[config.mk]
export PLATFORM = sky130hd
export DESIGN_NAME = keypad_scan_flat
export DESIGN_NICKNAME = d
export VERILOG_FILES = /design/src/rtl/keypad_pkg.sv /design/src/rtl/keypad_scan_if.sv /design/src/rtl/keypad_sync.sv /design/src/rtl/keypad_scan.sv /design/src/flat_wrapper.sv
export SDC_FILE = /design/constraint.sdc
export NUM_CORES = 1
export LEC_CHECK = 0
export CAP_MARGIN = 20
export CORE_MARGIN = 3
export CORE_UTILIZATION = 50
export CTS_CLUSTER_DIAMETER = 80
export DETAILED_ROUTE_END_ITERATION = 6
export DONT_BUFFER_PORTS = 1
export RECOVER_POWER = 100
export SETUP_SLACK_MARGIN = 0.3
export SYNTH_ARGS = -nofsm -noshare
export SYNTH_HDL_FRONTEND = slang
export SYNTH_HIERARCHICAL = 1
export SYNTH_SLANG_ARGS = --single-unit
[constraint.sdc]
create_clock -name clk -period 3.9 [get_ports clk]
set_clock_uncertainty 0.2 [all_clocks]
set_input_delay 0.585 -clock clk [delete_from_list [all_inputs] [get_ports clk]]
set_output_delay 0.585 -clock clk [all_outputs]
set_load 0.02 [all_outputs]
[src/rtl/keypad_pkg.sv]
// Shared types and sizes for the 4x4 keypad scanner.
package keypad_pkg;

    localparam int unsigned KP_ROWS = 4;
    localparam int unsigned KP_COLS = 4;
    localparam int unsigned KP_KEYS = 16;
    localparam int unsigned KEY_W   = 4;
    localparam int unsigned CNT_W   = 4;

    typedef enum logic [1:0] {
        ST_IDLE,
        ST_PRESS_DEB,
        ST_PRESSED,
        ST_REL_DEB
    } kp_state_e;

    typedef enum logic [1:0] {
        CLS_NONE,
        CLS_SINGLE,
        CLS_MULTI
    } scan_cls_e;

    function automatic logic [2:0] pop4(input logic [3:0] v);
        pop4 = 3'(v[0]) + 3'(v[1]) + 3'(v[2]) + 3'(v[3]);
    endfunction

endpackage

[src/rtl/keypad_scan_if.sv]
// Matrix-side and key-event signals of the keypad scanner.
interface keypad_scan_if;
    import keypad_pkg::*;

    logic [KP_ROWS-1:0] row;
    logic [KP_COLS-1:0] col;
    logic [KP_KEYS-1:0] onehot;
    logic               key_valid;
    logic               key_down;

    // slave = scanner, master = matrix/consumer side
    modport slave  (input  row, output col, output onehot, output key_valid, output key_down);
    modport master (output row, input  col, input  onehot, input  key_valid, input  key_down);

endinterface

[src/rtl/keypad_sync.sv]
// Two-flop synchronizer for the asynchronous, pulled-up row sense lines.
module keypad_sync
    import keypad_pkg::*;
(
    input  logic               clk,
    input  logic               rst_n,
    input  logic [KP_ROWS-1:0] d_i,
    output logic [KP_ROWS-1:0] q_o
);

    logic [KP_ROWS-1:0] meta_q;
    logic [KP_ROWS-1:0] sync_q;

    always_ff @(posedge clk) begin
        if (!rst_n) begin
            meta_q <= '1;
            sync_q <= '1;
        end else begin
            meta_q <= d_i;
            sync_q <= meta_q;
        end
    end

    assign q_o = sync_q;

endmodule

[src/rtl/keypad_scan.sv]
// 4x4 keypad column scanner with per-scan classification and debounced
// press/release tracking; reports the accepted key as a held one-hot code.
module keypad_scan
    import keypad_pkg::*;
#(
    parameter int unsigned SCAN_DIV  = 50000,
    parameter int unsigned DEB_SCANS = 4
) (
    input  logic          clk,
    input  logic          rst_n,
    keypad_scan_if.slave  kp
);

    localparam int unsigned DIV_W = (SCAN_DIV > 1) ? $clog2(SCAN_DIV) : 1;

    logic [KP_ROWS-1:0] row_sync;
    logic [DIV_W-1:0]   div_q;
    logic [1:0]         col_idx_q;
    logic [KP_COLS-1:0] col_q;
    logic [1:0]         acc_cnt_q;
    logic [KEY_W-1:0]   acc_key_q;

    kp_state_e          state_q, state_d;
    logic [KEY_W-1:0]   cand_q, cand_d;
    logic [CNT_W-1:0]   cnt_q, cnt_d;
    logic [KP_KEYS-1:0] onehot_q, onehot_d;
    logic               key_valid_q, key_valid_d;
    logic               key_down_q, key_down_d;

    logic               sample_c;
    logic               end_scan_c;
    logic [KP_ROWS-1:0] row_low_c;
    logic [2:0]         row_pop_c;
    logic [1:0]         row_idx_c;
    logic [2:0]         tot_c;
    logic [KEY_W-1:0]   key_c;
    scan_cls_e          cls_c;
    logic [CNT_W-1:0]   cnt_nxt_c;
    logic               deb_done_c;

    keypad_sync u_sync (
        .clk   (clk),
        .rst_n (rst_n),
        .d_i   (kp.row),
        .q_o   (row_sync)
    );

    assign sample_c   = (div_q == DIV_W'(SCAN_DIV - 1));
    assign end_scan_c = sample_c && (col_idx_q == 2'd3);

    // Column timing: divider wraps straight into the next column, no gap.
    always_ff @(posedge clk) begin
        if (!rst_n) begin
            div_q     <= '0;
            col_idx_q <= '0;
            col_q     <= 4'b1110;
        end else if (sample_c) begin
            div_q     <= '0;
            col_idx_q <= col_idx_q + 2'd1;
            col_q     <= {col_q[KP_COLS-2:0], col_q[KP_COLS-1]};
        end else begin
            div_q     <= div_q + DIV_W'(1);
        end
    end

    // Per-column view of the synchronized rows, merged with earlier columns.
    always_comb begin
        row_low_c = ~row_sync;
        row_pop_c = pop4(row_low_c);
        row_idx_c = '0;
        for (int r = KP_ROWS - 1; r >= 0; r--) begin
            if (row_low_c[r]) row_idx_c = 2'(r);
        end
        tot_c = 3'(acc_cnt_q) + row_pop_c;
        key_c = (acc_cnt_q != 2'd0) ? acc_key_q : {col_idx_q, row_idx_c};
        if (tot_c == 3'd0)      cls_c = CLS_NONE;
        else if (tot_c == 3'd1) cls_c = CLS_SINGLE;
        else                    cls_c = CLS_MULTI;
    end

    // Low-row tally for the scan in progress; saturates at two.
    always_ff @(posedge clk) begin
        if (!rst_n) begin
            acc_cnt_q <= '0;
            acc_key_q <= '0;
        end else if (end_scan_c) begin
            acc_cnt_q <= '0;
            acc_key_q <= '0;
        end else if (sample_c) begin
            acc_cnt_q <= (tot_c >= 3'd2) ? 2'd2 : 2'(tot_c);
            acc_key_q <= key_c;
        end
    end

    assign cnt_nxt_c  = cnt_q + CNT_W'(1);
    assign deb_done_c = (cnt_nxt_c == CNT_W'(DEB_SCANS));

    always_ff @(posedge clk) begin
        if (!rst_n) state_q <= ST_IDLE;
        else        state_q <= state_d;
    end

    // Debounce transitions, evaluated only on the end-of-scan sample.
    always_comb begin
        state_d = state_q;
        cand_d  = cand_q;
        cnt_d   = cnt_q;
        if (end_scan_c) begin
            unique case (state_q)
                ST_IDLE: begin
                    if (cls_c == CLS_SINGLE) begin
                        cand_d  = key_c;
                        cnt_d   = CNT_W'(1);
                        state_d = ST_PRESS_DEB;
                    end
                end
                ST_PRESS_DEB: begin
                    if (cls_c == CLS_SINGLE) begin
                        if (key_c == cand_q) begin
                            cnt_d = cnt_nxt_c;
                            if (deb_done_c) state_d = ST_PRESSED;
                        end else begin
                            cand_d = key_c;
                            cnt_d  = CNT_W'(1);
                        end
                    end else begin
                        cnt_d   = '0;
                        state_d = ST_IDLE;
                    end
                end
                ST_PRESSED: begin
                    if (cls_c == CLS_NONE) begin
                        cnt_d   = CNT_W'(1);
                        state_d = ST_REL_DEB;
                    end
                end
                ST_REL_DEB: begin
                    if (cls_c == CLS_NONE) begin
                        cnt_d = cnt_nxt_c;
                        if (deb_done_c) state_d = ST_IDLE;
                    end else begin
                        state_d = ST_PRESSED;
                    end
                end
                default: state_d = ST_IDLE;
            endcase
        end
    end

    // Output decisions; onehot holds until the next accepted key.
    always_comb begin
        onehot_d    = onehot_q;
        key_valid_d = 1'b0;
        key_down_d  = key_down_q;
        if (end_scan_c) begin
            if (state_q == ST_PRESS_DEB && cls_c == CLS_SINGLE &&
                key_c == cand_q && deb_done_c) begin
                onehot_d    = KP_KEYS'(1) << cand_q;
                key_valid_d = 1'b1;
                key_down_d  = 1'b1;
            end else if (state_q == ST_REL_DEB && cls_c == CLS_NONE && deb_done_c) begin
                key_down_d  = 1'b0;
            end
        end
    end

    always_ff @(posedge clk) begin
        if (!rst_n) begin
            cand_q      <= '0;
            cnt_q       <= '0;
            onehot_q    <= '0;
            key_valid_q <= 1'b0;
            key_down_q  <= 1'b0;
        end else begin
            cand_q      <= cand_d;
            cnt_q       <= cnt_d;
            onehot_q    <= onehot_d;
            key_valid_q <= key_valid_d;
            key_down_q  <= key_down_d;
        end
    end

    assign kp.col       = col_q;
    assign kp.onehot    = onehot_q;
    assign kp.key_valid = key_valid_q;
    assign kp.key_down  = key_down_q;

endmodule
[src/flat_wrapper.sv]
// flat-port wrapper written by rule: the top's interface ports become plain ports
module keypad_scan_flat import keypad_pkg::*;
#(
    parameter int unsigned SCAN_DIV  = 50000,
    parameter int unsigned DEB_SCANS = 4
)
  (clk, rst_n, kp_row, kp_col, kp_onehot, kp_key_valid, kp_key_down);
  keypad_scan_if kp_i ();
  input  logic clk;
  input  logic rst_n;
  input wire logic [$bits(kp_i.row)-1:0] kp_row;
  output wire logic [$bits(kp_i.col)-1:0] kp_col;
  output wire logic [$bits(kp_i.onehot)-1:0] kp_onehot;
  output wire logic [$bits(kp_i.key_valid)-1:0] kp_key_valid;
  output wire logic [$bits(kp_i.key_down)-1:0] kp_key_down;
  assign kp_i.row = kp_row;
  assign kp_col = kp_i.col;
  assign kp_onehot = kp_i.onehot;
  assign kp_key_valid = kp_i.key_valid;
  assign kp_key_down = kp_i.key_down;
  keypad_scan #(.SCAN_DIV(SCAN_DIV), .DEB_SCANS(DEB_SCANS)) u_core (.clk(clk), .rst_n(rst_n), .kp(kp_i));
endmodule
==> results.yml, run 1 <==
run_status:
  status: "finished, final reports clean"
sta:
  max-slew-margin-rel: 0.607
  final-setup-viol-count: 0
  fin_crit_sh: 0.917
  final.setup.tns_ns: 0
  slew_violations: 0
  hold_violations: 0
  tightest_slew_ns: 0.585
  rsz0062_at_grt: "false"
  max_freq_mhz: 280
  setup_ws_ns: 0.324
  fin_crit_ns: 3.58
detailed_routing:
  vias: 2408
  routed_via_density: 5.64
  drc: 0
  ant_nets: 0
  wire_per_inst_um: 14.3
  routed_wl_mm: 6.13
  drtIter0Drc: 115
  drt_first_pass_iters: 4
layout:
  diodes: 0
  layout_commonest_cell: "dfxtp_1"
  fin_nets: 364
  areaGrowthSynthToFinish_pct: 10.0
  stdcell_area_um2: 3390
  final_cell_mix: "dfxtp_1 (63), nand2_1 (52), nor2_1 (35), nand3_1 (21), mux2i_1 (20)"
  drive_gt1_frac: 0.0873
  fillers: 548
synth:
  synthMuxAreaShare: 0.0687
  postSynthCellCount: 353
  syn_avg_cell_area_um2: 8.72
  synth_fp_nets: 366
  synth_edf_count: 0
  yosysWarnings: 6
  ys_seq_area_frac: 0.416
  ys.flop_type: "dfxtp_1"
  synthAdderAreaFrac: 0.0358
  synthXorXnorAreaFrac: 0.0512
  synthDistinctLibCells: 61
  syn_area_um2: 3080
  ys_ff_latch: 64
  synth_compound_area_frac: 0.102
  synth-simple-area-share: 0.284
  async_flop_share: 0
  synth_top_family_by_area: "simple AND/OR/NAND/NOR gates"
cts:
  clk_pin_slew_ns: 0.07
  cts_tree: "built"
  cts.sinks: 64
  cts_hold_buf: 0
  cts_made_buffers: 9
  root_buffer: "clkbuf_8"
  cts_max_level: 3
  clockBufferDepth: 2
  clk-insertion-delay-late_ns: 0.33
placed_design:
  place.port_buffers: 0
  dp_worst_setup_slack_ns: 0.285
  hpwl_mm: 4.03
  placed_area_um2: 3090
  gp_congestion: 0.769
setup_path:
  criticalPathCategory: "reg -> reg"
  ff2ff_setup_slack_ns: 0.32
  critical-path-slowest-cell: "fa_1"
  rr_endpoint: "u_core/kp.onehot[2]"
  worst_path_most_repeated_cell: "fa_1"
  critPathMaxStageDelay_ns: 0.51
  worstPathArrival_ns: 3.59
  cp_max_fo: 9
  path_delay_family: "adder cells"
  worstReg2RegStart: "u_core/acc_cnt_q[0]"
  critPathLaunchType: "flop"
  critPathCaptureType: "flop"
  r2r_cells: 12
  critPathRequiredTime_ns: 3.92
  crit_buf_inv: 4
  crit_chain: "inv_1 > fa_1 > inv_1 > fa_1 > fa_1 > nor3b_2 > buf_4 > nand3b_1 > nor3_1 > nand3_4 > clkbuf_16 > mux2i_1"
hold_path:
  hold_start: "rst_n"
  hold_path_depth: 1
  min_to: "u_core/u_sync/q_o[1]"
  hold_class: "in -> reg"
global_routing:
  antenna_found_initial: 0
  grt_start_max_net_pins: 60
  gr-total-overflow: 0
  grt_first_pass_wirelength_mm: 10.1
  grt_use_total: 0.174
  grt_pass1_vias: 2160
floorplanning:
  core-area_um2: 5740
  dieHeight_um: 84.5
  num_rows: 27
  ios: 28
  die_w_um: 84.5
  dieArea_um2: 7140
  start_util: 0.536
pwr:
  powerDensity_nw_per_um2: 395
  p_leak_nw: 1.44
  vdd_drop_max_uv: 302
run:
  maxCapViolCount: 0
final cells by class:
cell class / count / area, um^2 / share of cell area
Timing Repair Buffer: 6 / 92.6 / 0.0273
Sequential cell: 64 / 1280 / 0.379
Clock buffer: 12 / 155 / 0.0458
Inverter: 10 / 37.5 / 0.0111
Tap cell: 72 / 90.1 / 0.0266
Clock inverter: 3 / 65.1 / 0.0192
Multi-Input combinational cell: 260 / 1660 / 0.491
flip-flops by register name (all words and copies together), names as in the netlist:
name / flops
u_core/div_q: 16
u_core/kp.onehot: 16
u_core/acc_key_q: 4
u_core/cand_q: 4
u_core/cnt_q: 4
u_core/kp.col: 4
u_core/u_sync/meta_q: 4
u_core/u_sync/q_o: 4
u_core/acc_cnt_q: 2
u_core/col_idx_q: 2
u_core/state_q: 2
u_core/kp.key_down: 1
u_core/kp.key_valid: 1
where the power goes:
part	switching, W	total (W)	internal [W]
logic	0.0000282	0.0000472	0.0000190
clock network	0.000238	0.000629	0.000391
registers	0.00000338	0.000663	0.000659
cell usage after synthesis (8+ instances only):
| cell type | n | area [um^2] |
|---|---|---|
| a21oi_1 | 11 | 55.1 |
| clkbuf_1 | 16 | 60.1 |
| dfxtp_1 | 64 | 1280 |
| inv_1 | 10 | 37.5 |
| mux2i_1 | 20 | 200 |
| nand2_1 | 52 | 195 |
| nand2b_1 | 9 | 56.3 |
| nand3_1 | 22 | 110 |
| nand4_1 | 8 | 50.1 |
| nor2_1 | 35 | 131 |
| nor3_1 | 9 | 45.0 |
| xnor2_1 | 8 | 70.1 |
| xor2_1 | 10 | 87.6 |
repair_timing:
action | 4_1_cts | 5_1_grt
gates cloned | 0 | 2
pin swaps | 0 | 1
gates resized for setup | 1 | 11
endpoints found under the setup margin | 1 | 21
setup buffers | 0 | 2
per-layer routing:
metal / part of all wire / wire length, um / vias to the layer above / global-route usage
li1: - / - / 1216 / -
met1: 0.50 / 3040 / 1146 / 0.234
met2: 0.46 / 2830 / 44 / 0.267
met3: 0.038 / 235 / 2 / 0.0648
met4: 0.0047 / 29 / 0 / 0.0432
met5: 0 / 0 / - / 0
cell families after synthesis:
kind of cell | Yosys count
compound gates | 44
xor+xnor | 18
fa+ha+maj | 7
buf+inv | 29
flops | 64
mux | 21
simple gates | 170
stage by stage:
stage | utilization | instances | total power (W) | hold WS [ns]
finish | 0.590 | 427 | 0.00134 | 0.126
global route | 0.590 | 427 | 0.00139 | 0.101
CTS | 0.577 | 423 | 0.00136 | 0.109
detailed placement | 0.539 | 408 | 0.000724 | 0.192
global placement | 0.539 | 408 | 0.000723 | 0.191
floorplan | - | 353 | 0.000719 | 0.186
how the worst max path moves through the flow:
stage / from / to / slack [ns] / cells past startpoint
5_1_grt: u_core/acc_cnt_q[0] / u_core/kp.onehot[15] / 0.17 / 12
3_3_place_gp: u_core/acc_cnt_q[0] / u_core/kp.onehot[1] / 0.38 / 12
2_1_floorplan: u_core/acc_cnt_q[0] / u_core/kp.onehot[0] / 0.34 / 13
4_1_cts: u_core/acc_cnt_q[0] / u_core/cnt_q[3] / 0.31 / 11
3_5_place_dp: u_core/acc_cnt_q[0] / u_core/cnt_q[3] / 0.28 / 11
6_report: u_core/acc_cnt_q[0] / u_core/kp.onehot[2] / 0.32 / 12
No activity file was read; power rests on OpenSTA's default activity.
==> run 2, diff against run 1 <==
Settings changed: CTS_CLUSTER_DIAMETER 80 to default.
==> results of run 2 <==
Same layout as run 1: the final DEF is identical, and so are final timing and power.
==> run 3, diff against run 2 <==
Settings changed: PLACE_DENSITY from default to 0.68.
Clock period 3.9 ns to 3.27 ns, I/O delays scaled along.
==> results.yml, run 3 (same netlist as run 1, synthesis figures left out) <==
run_status:
  status: "finished, final reports clean"
detailed_routing:
  drtIter0Drc: 126
  routed_wl_mm: 6.11
  routed_via_density: 5.50
  ant_nets: 0
  drc: 0
  wire_per_inst_um: 14.1
  vias: 2388
  drt_first_pass_iters: 6
global_routing:
  grt_use_total: 0.179
  grt_start_max_net_pins: 60
  gr-total-overflow: 0
  grt_pass1_vias: 2209
  antenna_found_initial: 0
  grt_first_pass_wirelength_mm: 10.4
sta:
  fin_crit_ns: 3.22
  max-slew-margin-rel: 0.549
  slew_violations: 0
  hold_violations: 0
  final-setup-viol-count: 0
  timing.hold.ws_ns: 0.0221
  rsz0062_at_grt: "true"
  fin_crit_sh: 0.984
  tightest_slew_ns: 0.669
  max_freq_mhz: 311
layout:
  fillers: 513
  drive_gt1_frac: 0.130
  diodes: 0
  fin_nets: 371
  final_cell_mix: "dfxtp_1 (63), nand2_1 (51), nor2_1 (35), nand3_1 (22), mux2i_1 (20)"
  finalCoreUtilization: 0.596
  areaGrowthSynthToFinish_pct: 11.1
  layout_commonest_cell: "dfxtp_1"
floorplanning:
  ios: 28
  core-area_um2: 5740
  dieHeight_um: 84.5
  dieArea_um2: 7140
  start_util: 0.536
  num_rows: 27
  die_w_um: 84.5
setup_path:
  critPathLaunchType: "flop"
  worstPathArrival_ns: 3.27
  critPathCaptureType: "flop"
  cp_max_fo: 7
  criticalPathCategory: "reg -> reg"
  critPathRequiredTime_ns: 3.32
placed_design:
  gp_congestion: 0.884
  place.port_buffers: 0
  hpwl_mm: 4.08
run:
  maxCapViolCount: 0
pwr:
  total_power_w: 0.00151
  powerDensity_nw_per_um2: 442
  vdd_drop_max_uv: 347
  p_leak_nw: 1.43
hold_path:
  hold_class: "in -> reg"
cts:
  clockBufferDepth: 2
  root_buffer: "clkbuf_8"
  clk_pin_slew_ns: 0.07
  cts_max_level: 3
  cts.sinks: 64
  cts_made_buffers: 9
  cts_tree: "built"
  clk-insertion-delay-late_ns: 0.34
## run 3: changes by cell type in the layout (fill, tap and decap cells not counted), sizes merged
cell         delta
bufinv          -1
clkbuf          -4
dlygate4sd3     +1
clkinvlp        +2
buf             +8
clkinv          +1
## run 3: final timing paths
path / slack, ns / startpoint / depth (start not counted) / end
setup reg to reg: 0.05 / u_core/acc_cnt_q[0] / 11 / u_core/cnt_q[3]
hold / removal: 0.02 / rst_n / 1 / u_core/kp.col[1]
setup / recovery: 0.05 / u_core/acc_cnt_q[0] / 11 / u_core/cnt_q[3]
hold reg to reg: 0.21 / u_core/u_sync/meta_q[0] / 1 / u_core/u_sync/q_o[0]
## run 3: through the flow
stage | setup TNS (ns) | cells | area [um^2] | worst slack (ns)
after global routing | -1.19 | 434 | 3420 | -0.0957
after floorplan | -0.235 | 353 | 3110 | -0.0264
after CTS | 0 | 432 | 3390 | 0.0537
after global placement | 0 | 416 | 3180 | 0.0581
final | 0 | 434 | 3420 | 0.0512
after detailed placement | -0.0476 | 416 | 3180 | -0.0408
## run 3: timing repair
item | CTS | global route
hold buffers | 0 | 1
pin swaps | 2 | 2
gates cloned | 0 | 0
endpoints found under the setup margin | 28 | 28
gates resized for setup | 5 | 4
endpoints found under the hold margin | 0 | 3
setup buffers | 1 | 1
## run 3: layout make-up
| class | count | area (um^2) | area share |
|---|---|---|---|
| multi-input cells | 260 | 1710 | 0.499 |
| flip-flops and latches | 64 | 1280 | 0.375 |
| clock buffers | 10 | 128 | 0.0373 |
| repair buffers | 13 | 116 | 0.0340 |
| well taps | 72 | 90.1 | 0.0263 |
| clock inverters | 5 | 58.8 | 0.0172 |
| inverters | 10 | 37.5 | 0.0110 |
## run 3: routing by layer
layer  vias to the layer above  track usage  wire length, um
met5                         -            0                0
met4                         0       0.0633               53
met3                         6       0.0648              386
met2                        53        0.272             2720
met1                      1089        0.237             2940
li1                       1240            -                -
## run 3: worst max-delay path, stage by stage (launching register included)
cell     delay [ns]
dfxtp_2        0.34
inv_2          0.04
fa_1           0.49
inv_1          0.05
fa_2           0.33
fa_1           0.48
or3_4          0.39
nand2_2        0.07
and4b_2        0.31
and3_4         0.21
a31oi_2        0.04
o31ai_1        0.18
## run 3: where the power goes
group          switching (W)  leakage, nW  internal [W]
Sequential        0.00000384        0.519      0.000787
Clock               0.000299       0.0883      0.000347
Combinational      0.0000376        0.825     0.0000372
Total               0.000340         1.43       0.00117
